### src/rtl/quadrature_emulator_pkg.sv
// Shared types and constants for the quadrature encoder emulator.
// Phase encodings are {A,B}; forward order is 00,10,11,01.
package quadrature_emulator_pkg;

  localparam int ENCODER_MAX_DEF = 64000;
  localparam int MIN_PERIOD_DEF  = 4;

  localparam logic [1:0] PH_00 = 2'b00;
  localparam logic [1:0] PH_10 = 2'b10;
  localparam logic [1:0] PH_11 = 2'b11;
  localparam logic [1:0] PH_01 = 2'b01;

  typedef enum logic {
    IDLE,
    MOVE
  } state_t;

  typedef enum logic {
    DIR_FWD,
    DIR_REV
  } dir_t;

  function automatic logic [1:0] next_phase(
    input logic [1:0] ph,
    input dir_t       dir
  );
    logic [1:0] nx;
    nx = PH_00;
    unique case (1'b1)
      (ph == PH_00): nx = (dir == DIR_FWD) ? PH_10 : PH_01;
      (ph == PH_10): nx = (dir == DIR_FWD) ? PH_11 : PH_00;
      (ph == PH_11): nx = (dir == DIR_FWD) ? PH_01 : PH_10;
      (ph == PH_01): nx = (dir == DIR_FWD) ? PH_00 : PH_11;
    endcase
    return nx;
  endfunction

endpackage

### src/rtl/quadrature_emulator_step_timer.sv
// Period counter: tick fires on the last cycle of each period.
// Holding clear discards any partial period.
module step_timer #(
  parameter int PERIOD_W = 24
) (
  input  logic                clk,
  input  logic                rst_n,
  input  logic                clear,
  input  logic [PERIOD_W-1:0] period,
  output logic                tick
);

  logic [PERIOD_W-1:0] count;

  assign tick = !clear
    && (count == period - PERIOD_W'(1));

  always_ff @(posedge clk or negedge rst_n) begin
    if (!rst_n) begin
      count <= '0;
    end else if (clear || tick) begin
      count <= '0;
    end else begin
      count <= count + PERIOD_W'(1);
    end
  end

endmodule

### src/rtl/quadrature_emulator.sv
// Quadrature A/B generator that walks the shortest path to a
// commanded position, one edge per programmable period.
module quadrature_emulator
  import quadrature_emulator_pkg::*;
#(
  parameter int ENCODER_MAX = ENCODER_MAX_DEF,
  parameter int PERIOD_W    = 24,
  parameter int MIN_PERIOD  = MIN_PERIOD_DEF
) (
  input  logic                clk,
  input  logic                rst_n,
  input  logic                cmd_valid,
  output logic                cmd_ready,
  input  logic [15:0]         cmd_target,
  input  logic [PERIOD_W-1:0] cmd_period,
  input  logic                abort,
  output logic                A,
  output logic                B,
  output logic [15:0]         position,
  output logic                busy,
  output logic                done
);

  localparam logic [15:0] POS_MAX =
    16'(ENCODER_MAX - 1);
  localparam logic [16:0] MOD =
    17'(ENCODER_MAX);
  localparam logic [16:0] HALF =
    17'(ENCODER_MAX / 2);
  localparam logic [PERIOD_W-1:0] PMIN =
    PERIOD_W'(MIN_PERIOD);

  state_t              state;
  dir_t                dir;
  logic [15:0]         target;
  logic [PERIOD_W-1:0] period;
  logic [1:0]          phase;

  logic [15:0]         tgt_in;
  logic [16:0]         diff;
  logic [PERIOD_W-1:0] eff_period;
  logic [15:0]         pos_next;
  logic                accept;
  logic                arrive;
  logic                tick;
  logic                timer_clear;

  assign A = phase[1];
  assign B = phase[0];

  assign tgt_in = 16'(32'(cmd_target)
    % 32'(ENCODER_MAX));

  assign eff_period = (cmd_period < PMIN)
    ? PMIN : cmd_period;

  assign accept = cmd_valid && cmd_ready;

  // Distance forward around the ring.
  always_comb begin
    diff = '0;
    if (tgt_in >= position) begin
      diff = 17'(tgt_in) - 17'(position);
    end else begin
      diff = 17'(tgt_in) + MOD - 17'(position);
    end
  end

  always_comb begin
    pos_next = position;
    unique case (dir)
      DIR_FWD: pos_next = (position == POS_MAX)
        ? 16'd0 : position + 16'd1;
      DIR_REV: pos_next = (position == 16'd0)
        ? POS_MAX : position - 16'd1;
    endcase
  end

  assign arrive = (pos_next == target);

  assign timer_clear = (state != MOVE) || abort;

  step_timer #(
    .PERIOD_W (PERIOD_W)
  ) u_timer (
    .clk    (clk),
    .rst_n  (rst_n),
    .clear  (timer_clear),
    .period (period),
    .tick   (tick)
  );

  always_ff @(posedge clk or negedge rst_n) begin
    if (!rst_n) begin
      state     <= IDLE;
      dir       <= DIR_FWD;
      target    <= '0;
      period    <= '0;
      phase     <= PH_00;
      position  <= '0;
      cmd_ready <= 1'b1;
      busy      <= 1'b0;
      done      <= 1'b0;
    end else begin
      done <= 1'b0;
      unique case (state)
        IDLE: begin
          if (accept) begin
            target <= tgt_in;
            period <= eff_period;
            if (diff == 17'd0) begin
              done <= 1'b1;
            end else begin
              dir <= (diff <= HALF)
                ? DIR_FWD : DIR_REV;
              state     <= MOVE;
              cmd_ready <= 1'b0;
              busy      <= 1'b1;
            end
          end
        end
        MOVE: begin
          // Final edge beats a coincident abort.
          if (tick && arrive) begin
            phase     <= next_phase(phase, dir);
            position  <= pos_next;
            state     <= IDLE;
            done      <= 1'b1;
            busy      <= 1'b0;
            cmd_ready <= 1'b1;
          end else if (abort) begin
            state     <= IDLE;
            busy      <= 1'b0;
            cmd_ready <= 1'b1;
          end else if (tick) begin
            phase    <= next_phase(phase, dir);
            position <= pos_next;
          end
        end
      endcase
    end
  end

endmodule

### config.mk
export PLATFORM = sky130hd
export DESIGN_NAME = quadrature_emulator
export DESIGN_NICKNAME = d
export VERILOG_FILES = /design/src/rtl/quadrature_emulator_pkg.sv /design/src/rtl/quadrature_emulator_step_timer.sv /design/src/rtl/quadrature_emulator.sv
export SDC_FILE = /design/constraint.sdc
export NUM_CORES = 1
export LEC_CHECK = 0
export BUFFER_PORTS_ARGS = -buffer_cell sky130_fd_sc_hd__buf_2
export CAP_MARGIN = 20
export CORE_UTILIZATION = 25
export CTS_BUF_LIST = sky130_fd_sc_hd__clkbuf_8
export DETAILED_ROUTE_END_ITERATION = 7
export GPL_TIMING_DRIVEN = 1
export HOLD_SLACK_MARGIN = 0.03
export PLACE_DENSITY_LB_ADDON = 0.1
export SYNTH_ARGS = -nofsm -noshare
export SYNTH_HDL_FRONTEND = slang
export SYNTH_SLANG_ARGS = --single-unit
### constraint.sdc
create_clock -name clk -period 4.05 [get_ports clk]
set_input_delay 0.2025 -clock clk [delete_from_list [all_inputs] [get_ports clk]]
set_output_delay 0.2025 -clock clk [all_outputs]
set_load 0.01 [all_outputs]
==> out/qor.tcl <==
set qor(status) {complete, no violations}
set qor(clk_transition_reported_paths_ps) 90
set qor(netlist_top_cells_count) {nand2_1 (150), dfrtp_1 (86), nor2_1 (70)}
set qor(synthArstFlopShare_pct) 100.0
set qor(timing.critical_path.from_type) {flip-flop}
set qor(setup_slack_on_the_worst_flop_to_flop_path_ps) 210
set qor(timing.critical_path.to_type) {flip-flop}
set qor(synth_ff_type) {dfrtp_1}
set qor(area_growth_pct) 20.18
set qor(gpl.final_weighted_congestion) 0.8533
set qor(max-cap-violations) 0
set qor(globalRouteTotalUtil_pct) 18.49
set qor(worst-path-max-fanout) 6
set qor(start_util_pct) 25.46
set qor(drt-initial-drc-count) 523
set qor(post_route_cells_drive_above_1_share_pct) 16.23
set qor(combined_area_of_all_synthesized_cells_um2) 8055
set qor(syn_avg_cell_area_um2) 7.828
set qor(layout.cell_area.non_filler_um2) 9681
set qor(routed_vias_inst) 5.135
set qor(r2r_start) {position[4]}
set qor(setup_crit_end) {dir}
set qor(tritoncts_clock_tree) {yes}
set qor(final_nets) 1235
set qor(highest_ir_drop_seen_on_vdd_v) 0.0001247
set qor(achievable-frequency_ghz) 0.2606
set qor(yosys-top-cells-area) {dfrtp_1 (27%), nand2_1 (7.0%), xnor2_1 (7.0%)}
set qor(floorplan.die_area_um2) 32940
set qor(layoutNonFillerInstCount) 1550
set qor(placedInstanceArea_um2) 9194
set qor(cp_data_arrival_time_ps) 4170
set qor(number_of_antenna_violations_at_the_first_check_in_global_routing) 2
set qor(netlist-cell-type-count) 76
set qor(critical_path.startpoint) {position[4]}
set qor(yosysSeqAreaShare_pct) 27.04
set qor(routed_wirelength_mm) 30.04
set qor(synth_edf_count) 0
set qor(timing_max_transition_violations_final) 0
set qor(timing.setup.critical_path_class) {flip-flop to flip-flop}
set qor(grt_remaining_overflow) 0
set qor(core_um2) 31640
set qor(power.static_leakage_nw) 4.149
set qor(num_io_pins) 65
set qor(place_inst) 1507
set qor(final_period_minus_worst_setup_slack_ps) 3838
set qor(syn_inst) 1029
set qor(grt_setup_unrepaired) {no}
set qor(ys.warnings.count) 0
set qor(tightest_slew_ps) 735.8
set qor(post-synth-top-area-cell) {dfrtp_1}
set qor(min_path_type) {input port to flip-flop}
set qor(synth_top_cell_area_share_pct) 26.72
set qor(utilization_pct) 30.60
set qor(grt_max_degree) 50
set qor(clk-insertion-delay-late_ps) 410
set qor(first_pass_grt_wire_length_mm) 46.89
set qor(hpwl_after_detailed_placement_mm) 23.69
set qor(fp.dieW_um) 181.5
set qor(timing.setup.tns_ps) 0
set qor(timing.max_slew.rel_slack_pct) 50.95
set qor(finClkSkew_ps) 19.76
set qor(powerDensity_nw_per_um2) 184.8
set qor(finalCritPeriodShare_pct) 94.76
set qor(post_drt_wl_per_cell_um) 19.38
set qor(worst-endpoint-required_ps) 4380
set qor(number_of_buffers_inserted_during_clock_tree_synthesis) 9
set qor(hold_viol_final) 0
set qor(htreeDepth) 3
set qor(detail_route.first_pass.iterations) 5
set qor(reg2reg_to) {dir}
set qor(total_power_mw) 1.789
set qor(portBuffers) 64
set qor(clock_tree.root_cell) {clkbuf_8}
set qor(num_vias) 7959
set qor(first_global_vias) 8025
set qor(drt.antenna.violating_nets) 0
set qor(max-clock-path-buffers) 2
set qor(reg2regPathDepth) 15
set qor(ys_ff_latch) 87
set qor(post-synth-top-count-cell) {nand2_1}
set qor(chipHeight_um) 181.5
set qor(finalSetupViolations) 0
set qor(clock-sinks) 87
set qor(drcViolationCount) 0
set qor(row_count) 65
set qor(synth_nets) 1123
-- registers in the layout (all words and copies together), names as in the netlist --
name / flops
busy: 1
cmd_ready: 1
dir: 1
done: 1
period: 24
phase: 2
position: 16
state: 1
target: 16
u_timer.count: 24
-- through the flow --
| stage | hold slack [ps] | setup slack [ps] |
|---|---|---|
| after floorplan | -93.09 | 19.56 |
| after global placement | 307.4 | -117.0 |
| after detailed placement | 308.1 | -148.6 |
| after CTS | 42.49 | 99.44 |
| after global routing | 70.08 | 4.664 |
| final | 66.95 | 212.1 |
-- repair_timing --
| item | CTS | global route |
|---|---|---|
| gates resized for setup | 1 | 8 |
| hold buffers | 24 | 0 |
| buffers inserted | 0 | 1 |
| endpoints found under the hold margin | 71 | 0 |
| pin swaps | 0 | 1 |
| endpoints found under the setup margin | 4 | 4 |
-- worst max-delay path, cell delays in order, from the launching register on --
cell and delay [ps]:
dfrtp_1 390, inv_1 170, ha_1 200, inv_1 50, fa_1 580, and3b_1 260, nor2b_1 180, nor3_2 240
buf_4 150, buf_4 90, a311o_1 200, a21o_1 160, or4b_2 620, o22a_1 250, nand2_1 90, a2bb2oi_1 140
-- power by group --
part           total [mW]  switching, mW  internal [mW]
Combinational       0.301          0.175          0.125
Clock               0.621          0.377          0.243
Sequential          0.868              0          0.868
-- layout make-up --
class | instances | area [um^2]
antenna | 2 | 5.005
clock buffer | 10 | 137.6
clock inverter | 6 | 43.79
fill | 3429 | 21960
inverter | 60 | 225.2
multi-input combinational | 825 | 5487
sequential | 87 | 2178
tap | 402 | 503.0
timing repair buffer | 158 | 1101
-- cell families (layout without fill, tap and decap cells) --
| family | Yosys count | after routing | share of synthesized area, % |
|---|---|---|---|
| AO/OA/AOI/OAI | 222 | 222 | 18.81 |
| XOR/XNOR | 97 | 97 | 10.55 |
| adder cells (fa/ha/maj) | 50 | 50 | 8.605 |
| buffers and inverters | 117 | 234 | 5.592 |
| flip-flops | 87 | 87 | 27.04 |
| multiplexers | 10 | 10 | 1.305 |
| other | 0 | 2 | 0 |
| AND/OR/NAND/NOR | 446 | 446 | 28.10 |
-- worst min path at each step --
| stage | startpoint | endpoint | slack, ps | cells past startpoint |
|---|---|---|---|---|
| 3_3_place_gp | rst_n | period[2] | 310 | 1 |
| 5_1_grt | cmd_period[2] | period[2] | 70 | 3 |
| 2_1_floorplan | rst_n | busy | -90 | 0 |
| 3_5_place_dp | rst_n | period[2] | 310 | 1 |
| 4_1_cts | cmd_period[2] | period[2] | 40 | 3 |
| 6_report | cmd_period[2] | period[2] | 70 | 3 |
-- placed cells by master, fill, tap and decap left out, types with 24 or more instances in the layout --
master         instances
nand2_1              150
ha_1                  41
dlygate4sd3_1         24
nand3_1               36
xor2_1                33
nor2_1                68
dfrtp_1               86
buf_2                 63
nor4_1                30
inv_1                 59
xnor2_1               64
a21oi_1               40
nor3_1                28
buf_4                 70
nand4_1               25
o21ai_0               57
-- metal layers --
metal	track usage [%]	wire length [um]
met5	0	0
met4	6.475	595
met3	2.266	1019
met2	28.45	12940
met1	26.44	15480
(Power assumes the default switching activity.)
